[config.mk]
export PLATFORM = sky130hd
export DESIGN_NAME = xdbl_sequencer
export DESIGN_NICKNAME = d
export VERILOG_FILES = /design/src/rtl/xdbl_sequencer.sv
export SDC_FILE = /design/constraint.sdc
export NUM_CORES = 1
export LEC_CHECK = 0
export CAP_MARGIN = 30
export CORE_MARGIN = 2
export CORE_UTILIZATION = 46
export CTS_CLUSTER_DIAMETER = 60
export DETAILED_ROUTE_END_ITERATION = 7
export PLACE_DENSITY = 0.85
export SKIP_CTS_REPAIR_TIMING = 1
export SYNTH_ARGS = -nofsm -noshare
export SYNTH_HDL_FRONTEND = slang
export SYNTH_SLANG_ARGS = --single-unit
[constraint.sdc]
create_clock -name clk -period 2.25 [get_ports clk]
set_input_delay 0.5625 -clock clk [delete_from_list [all_inputs] [get_ports clk]]
set_output_delay 0.5625 -clock clk [all_outputs]
set_load 0.1 [all_outputs]
[src/rtl/xdbl_sequencer.sv]
// Sequencer that drives the cryptoprocessor wrapper through N Montgomery x-only doublings
// from a 12-entry command ROM, with a start/busy/done handshake to the host.
module xdbl_sequencer #(
  parameter int ADDR_W = 7,
  parameter int CNT_W  = 16,
  parameter int X_A    = 0,
  parameter int Z_A    = 1,
  parameter int A_A    = 2,
  parameter int C_A    = 3,
  parameter int T0_A   = 4,
  parameter int T1_A   = 5,
  parameter int XO_A   = 6,
  parameter int ZO_A   = 7
) (
  input  logic                  clk,
  input  logic                  rst,
  input  logic                  start,
  input  logic [CNT_W-1:0]      n_dbl,
  output logic                  busy,
  output logic                  done,
  input  logic                  cmd_ready,
  input  logic                  dp_idle,
  output logic                  ins_in,
  output logic                  data_en,
  output logic [3+3*ADDR_W-1:0] command_out,
  output logic [2:0]            state_dbg
);

  localparam int CMD_W = 3 + 3 * ADDR_W;
  localparam logic [ADDR_W-1:0] XA  = ADDR_W'(X_A);
  localparam logic [ADDR_W-1:0] ZA  = ADDR_W'(Z_A);
  localparam logic [ADDR_W-1:0] AA  = ADDR_W'(A_A);
  localparam logic [ADDR_W-1:0] CA  = ADDR_W'(C_A);
  localparam logic [ADDR_W-1:0] T0  = ADDR_W'(T0_A);
  localparam logic [ADDR_W-1:0] T1  = ADDR_W'(T1_A);
  localparam logic [ADDR_W-1:0] XO  = ADDR_W'(XO_A);
  localparam logic [ADDR_W-1:0] ZO  = ADDR_W'(ZO_A);
  localparam logic [ADDR_W-1:0] NUL = '0;

  localparam logic [2:0] OP_CPY = 3'd2;
  localparam logic [2:0] OP_ADD = 3'd3;
  localparam logic [2:0] OP_SUB = 3'd4;
  localparam logic [2:0] OP_MUL = 3'd5;

  typedef enum logic [2:0] {
    S_IDLE, S_ISSUE, S_DRAIN, S_COPY, S_CDRAIN, S_FINISH
  } state_t;

  state_t           state, state_n;
  logic [3:0]       pc, pc_n;
  logic [CNT_W-1:0] cnt, cnt_n;
  logic             busy_n, done_n, ins_n;
  logic [CMD_W-1:0] cmd_n;

  // Entries 0..9 are one doubling; 10..11 feed the result back into x/z.
  function automatic logic [CMD_W-1:0] rom(input logic [3:0] idx);
    logic [CMD_W-1:0] c;
    case (idx)
      4'd0:    c = {OP_SUB, XA, ZA, T0};
      4'd1:    c = {OP_ADD, XA, ZA, T1};
      4'd2:    c = {OP_MUL, T0, T0, T0};
      4'd3:    c = {OP_MUL, T1, T1, T1};
      4'd4:    c = {OP_MUL, CA, T0, ZO};
      4'd5:    c = {OP_MUL, ZO, T1, XO};
      4'd6:    c = {OP_SUB, T1, T0, T1};
      4'd7:    c = {OP_MUL, AA, T1, T0};
      4'd8:    c = {OP_ADD, ZO, T0, ZO};
      4'd9:    c = {OP_MUL, ZO, T1, ZO};
      4'd10:   c = {OP_CPY, XO, NUL, XA};
      4'd11:   c = {OP_CPY, ZO, NUL, ZA};
      default: c = '0;
    endcase
    return c;
  endfunction

  // Handshake: a command transfers on every rising edge where ins_in && cmd_ready;
  // while cmd_ready is low, ins_in and command_out hold their values.
  always_comb begin
    state_n = state;
    pc_n    = pc;
    cnt_n   = cnt;
    case (state)
      S_IDLE: begin
        if (start) begin
          if (n_dbl != '0) begin
            cnt_n   = n_dbl;
            pc_n    = 4'd0;
            state_n = S_ISSUE;
          end else begin
            state_n = S_FINISH;
          end
        end
      end
      S_ISSUE: begin
        if (cmd_ready) begin
          if (pc == 4'd9) state_n = S_DRAIN;
          else            pc_n    = pc + 4'd1;
        end
      end
      S_DRAIN: begin
        if (dp_idle) begin
          if (cnt == CNT_W'(1)) begin
            state_n = S_FINISH;
          end else begin
            pc_n    = 4'd10;
            state_n = S_COPY;
          end
        end
      end
      S_COPY: begin
        if (cmd_ready) begin
          if (pc == 4'd11) begin
            cnt_n   = cnt - CNT_W'(1);
            pc_n    = 4'd0;
            state_n = S_CDRAIN;
          end else begin
            pc_n = pc + 4'd1;
          end
        end
      end
      S_CDRAIN: begin
        if (dp_idle) state_n = S_ISSUE;
      end
      S_FINISH: state_n = S_IDLE;
      default:  state_n = S_IDLE;
    endcase

    // Outputs are precomputed from the next state so they leave flops.
    ins_n  = (state_n == S_ISSUE) || (state_n == S_COPY);
    cmd_n  = ins_n ? rom(pc_n) : '0;
    busy_n = (state_n != S_IDLE);
    done_n = (state_n == S_FINISH);
  end

  always_ff @(posedge clk or posedge rst) begin
    if (rst) begin
      state       <= S_IDLE;
      pc          <= 4'd0;
      cnt         <= '0;
      busy        <= 1'b0;
      done        <= 1'b0;
      ins_in      <= 1'b0;
      command_out <= '0;
    end else begin
      state       <= state_n;
      pc          <= pc_n;
      cnt         <= cnt_n;
      busy        <= busy_n;
      done        <= done_n;
      ins_in      <= ins_n;
      command_out <= cmd_n;
    end
  end

  assign data_en   = 1'b0;
  assign state_dbg = state;

endmodule

==> impl_metrics.json <==
{
  "area_used_by_multi_input_combinational_logic_mm2": 0.00158,
  "timing.final.ws_setup_ps": -144,
  "initial_core_util_pct": 47.7,
  "seq_area_um2": 938,
  "clock_sinks": 37,
  "peak_freq_mhz": 418,
  "finClkSkew_ps": 5.85,
  "synthesis.instances": 280,
  "wl_mm": 7.44,
  "ioPinCount": 52,
  "first_iter_violations": 138,
  "fill_cells": 370,
  "syn-mean-instance-area_um2": 8.70,
  "final_max_slew_viol_count": 0,
  "area_of_the_core_mm2": 0.00511,
  "antenna_cells_inserted": 0,
  "remaining_drc_errors": 0,
  "cellInternalPower_mw": 3.15,
  "timing_hold_violations_final": 0,
  "post_drt_wl_per_cell_um": 16.0,
  "synth_sequential_area_ratio_pct": 38.0,
  "ys_ff_latch": 37,
  "timing.critical_path.slowest_cell_delay_ps": 470,
  "yosys_most_used_dff": "sky130_fd_sc_hd__dfrtp_1",
  "grt_use_total_pct": 24.1,
  "detailedPlacementHpwl_mm": 5.11,
  "total_leakage_power_nw": 1.83,
  "chipWidth_um": 76.8,
  "post_route_cells_drive_above_1_share_pct": 41.2,
  "timing.critical_path.to_type": "flip-flop",
  "number_of_global_route_vias_before_repair": 2537,
  "groute.layer.met2.usage_pct": 44.0,
  "cp_data_arrival_time_ps": 2590,
  "clk-insertion-delay-late_ps": 290,
  "critical-path-slowest-cell": "sky130_fd_sc_hd__or3_4",
  "period_needed_ps": 2390,
  "failing_checks": "setup timing",
  "p_seq_share_pct": 19.6,
  "power.share.clock_pct": 7.6,
  "yosysWarnings": 0,
  "h-tree-depth": 2,
  "critPathBufInv": 1,
  "drv_cap": 0,
  "port_buffers": 37,
  "critical-path-top-delay-family": "simple AND/OR/NAND/NOR gates",
  "setup.worst_path.start_class": "flip-flop",
  "floorplan.die_area_mm2": 0.00589,
  "viasPerCell": 5.63,
  "clk_pin_slew_ps": 70,
  "drt_pre_antenna_iters": 5,
  "power_density_mw_per_mm2": 1710,
  "cts_inserted_buffers": 5,
  "synthesis.area_mm2": 0.00243,
  "hp-class": "flip-flop to flip-flop",
  "synth-edff-count": 0,
  "period_share_pct": 106,
  "status": "complete, but fails checks",
  "cts_buffer_depth": 2,
  "combinationalPowerShare_pct": 72.8,
  "vdd_drop_max_uv": 1510,
  "met3_demand_to_capacity_share_in_global_routing_pct": 4.00,
  "setup_repair_after_global_routing_missed_its_margin": "true",
  "die_height_um": 76.8,
  "area_growth_pct": 56.4,
  "global_route_wire_length_before_repair_mm": 11.7,
  "p_total_mw": 6.51,
  "globalRouteOverflowTotal": 0,
  "cell_chain_critical_path": "ha_4, buf_6, mux2_4, a31oi_1, mux2i_1, or3_4, or4_4, o31ai_2",
  "switching_power_mw": 3.36,
  "core.rowCount": 26,
  "grt.busiest_layer": "met2",
  "power.share.switching_pct": 51.6,
  "async_s_r_ff_share_synth_pct": 100,
  "grt_start_max_net_pins": 38,
  "postRouteAntennaNets": 0,
  "global_route.usage.met1_pct": 28.7,
  "globalplace.congestion": 0.967,
  "worst_ep_required_time_ps": 2440,
  "crit_fanout": 6,
  "finalSetupViolCount": 6,
  "critical_path_class": "flip-flop to flip-flop",
  "clock-root-buffer": "sky130_fd_sc_hd__clkbuf_8",
  "timing.setup.tns_ps": -313,
  "cts_tree": "built",
  "fin_nets": 423,
  "grt_antenna_before_repair": 0,
  "vias": 2622,
  "post_synth_num_cell_types": 58
}
[final cells by class]
cell class / count / share of cell area (%)
clock buffers: 7 / 2.27
clock inverters: 1 / 0.197
multi-input cells: 216 / 41.4
flip-flops and latches: 37 / 24.6
inverters: 13 / 1.35
well taps: 70 / 2.30
repair buffers: 122 / 27.8
[power by group through the flow]
stage	clock network, mW	registers [mW]	logic (mW)
global route	0.522	1.31	5.05
CTS	0.495	1.23	4.11
global placement	0	1.23	3.99
detailed placement	0	1.24	4.08
finish	0.493	1.27	4.74
floorplan	0	2.12	1.86
[worst register-to-register path, stage by stage (launching register included)]
cell and delay [ps]:
sky130_fd_sc_hd__dfrtp_2 460, sky130_fd_sc_hd__ha_4 190, sky130_fd_sc_hd__buf_6 110, sky130_fd_sc_hd__mux2_4 270
sky130_fd_sc_hd__a31oi_1 160, sky130_fd_sc_hd__mux2i_1 140, sky130_fd_sc_hd__or3_4 470, sky130_fd_sc_hd__or4_4 430
sky130_fd_sc_hd__o31ai_2 80
[kinds of logic after synthesis]
family	count (synthesis)	synth area share, %
AOI/OAI and AO/OA	95	26.2
adders and majority gates	7	3.60
buffers and inverters	40	8.48
DFF	37	38.0
muxes	4	1.70
other	1	0.154
and+or+nand+nor	96	21.8
[per-stage QoR]
stage	cells	hold WS [ps]	util [%]	instance area [um2]	setup slack [ps]
after floorplan	293	483	-	2590	-43.5
after global placement	446	504	66.7	3400	-420
after detailed placement	446	506	66.7	3400	-568
after CTS	454	522	68.5	3500	-225
after global routing	466	619	74.5	3810	-182
final	466	578	74.5	3810	-144
[cell usage after synthesis, drive strengths merged (5+ instances only)]
library cell,instances,area share (%)
a21oi,21,4.3
nand2,24,3.7
a211oi,5,1.5
nand3,6,1.2
o21ai,25,5.1
inv,13,2.0
nor3,8,2.1
nor4,8,2.9
ha,7,3.6
a31oi,10,2.6
nor2,26,4.0
dfrtp,37,38
clkbuf,10,1.5
buf,17,4.9
[per-layer routing]
layer	vias to the layer above	part of all wire, %
li1	1235	-
met1	1255	38
met2	108	53
met3	24	6.2
met4	0	3.2
met5	-	0
[layout by cell type, fill, tap and decap left out, types with 3 or more instances in the layout]
master / netlist / final
sky130_fd_sc_hd__a22oi_1: 4 / 4
sky130_fd_sc_hd__nand2_1: 24 / 23
sky130_fd_sc_hd__buf_4: 14 / 96
sky130_fd_sc_hd__o22a_1: 4 / 4
sky130_fd_sc_hd__a211oi_1: 5 / 3
sky130_fd_sc_hd__nor3_1: 7 / 6
sky130_fd_sc_hd__conb_1: 1 / 14
sky130_fd_sc_hd__dfrtp_1: 37 / 33
sky130_fd_sc_hd__a21oi_1: 21 / 17
sky130_fd_sc_hd__nand3b_1: 3 / 3
sky130_fd_sc_hd__a21oi_2: 0 / 4
sky130_fd_sc_hd__nor2_1: 26 / 26
sky130_fd_sc_hd__mux2i_1: 3 / 3
sky130_fd_sc_hd__a31oi_1: 10 / 8
sky130_fd_sc_hd__o21ai_0: 25 / 21
sky130_fd_sc_hd__a21o_1: 3 / 3
sky130_fd_sc_hd__dfrtp_4: 0 / 3
sky130_fd_sc_hd__ha_1: 7 / 4
sky130_fd_sc_hd__inv_1: 11 / 7
sky130_fd_sc_hd__dlymetal6s2s_1: 0 / 18
sky130_fd_sc_hd__buf_12: 0 / 3
sky130_fd_sc_hd__clkbuf_8: 0 / 6
sky130_fd_sc_hd__buf_6: 0 / 3
sky130_fd_sc_hd__nor4_2: 1 / 5
sky130_fd_sc_hd__inv_2: 2 / 5
sky130_fd_sc_hd__nand3_1: 6 / 4
[final timing paths]
check,from,to,slack (ps),depth (start not counted)
max reg2reg,pc[0],command_out[0],-140,8
min reg2reg,cnt[15],cnt[15],580,1
max,pc[0],command_out[0],-140,8
max in group asynchronous,rst,state_dbg[1],1410,3
min,cnt[15],cnt[15],580,1
min in group asynchronous,rst,cnt[1],640,3
[state kept, by name, summed over array words and instances, names as in the netlist]
register	count
pc	4
busy	1
cnt	16
ins_in	1
state_dbg	3
done	1
command_out	11
Note: power is estimated with default switching activity, not from simulation.
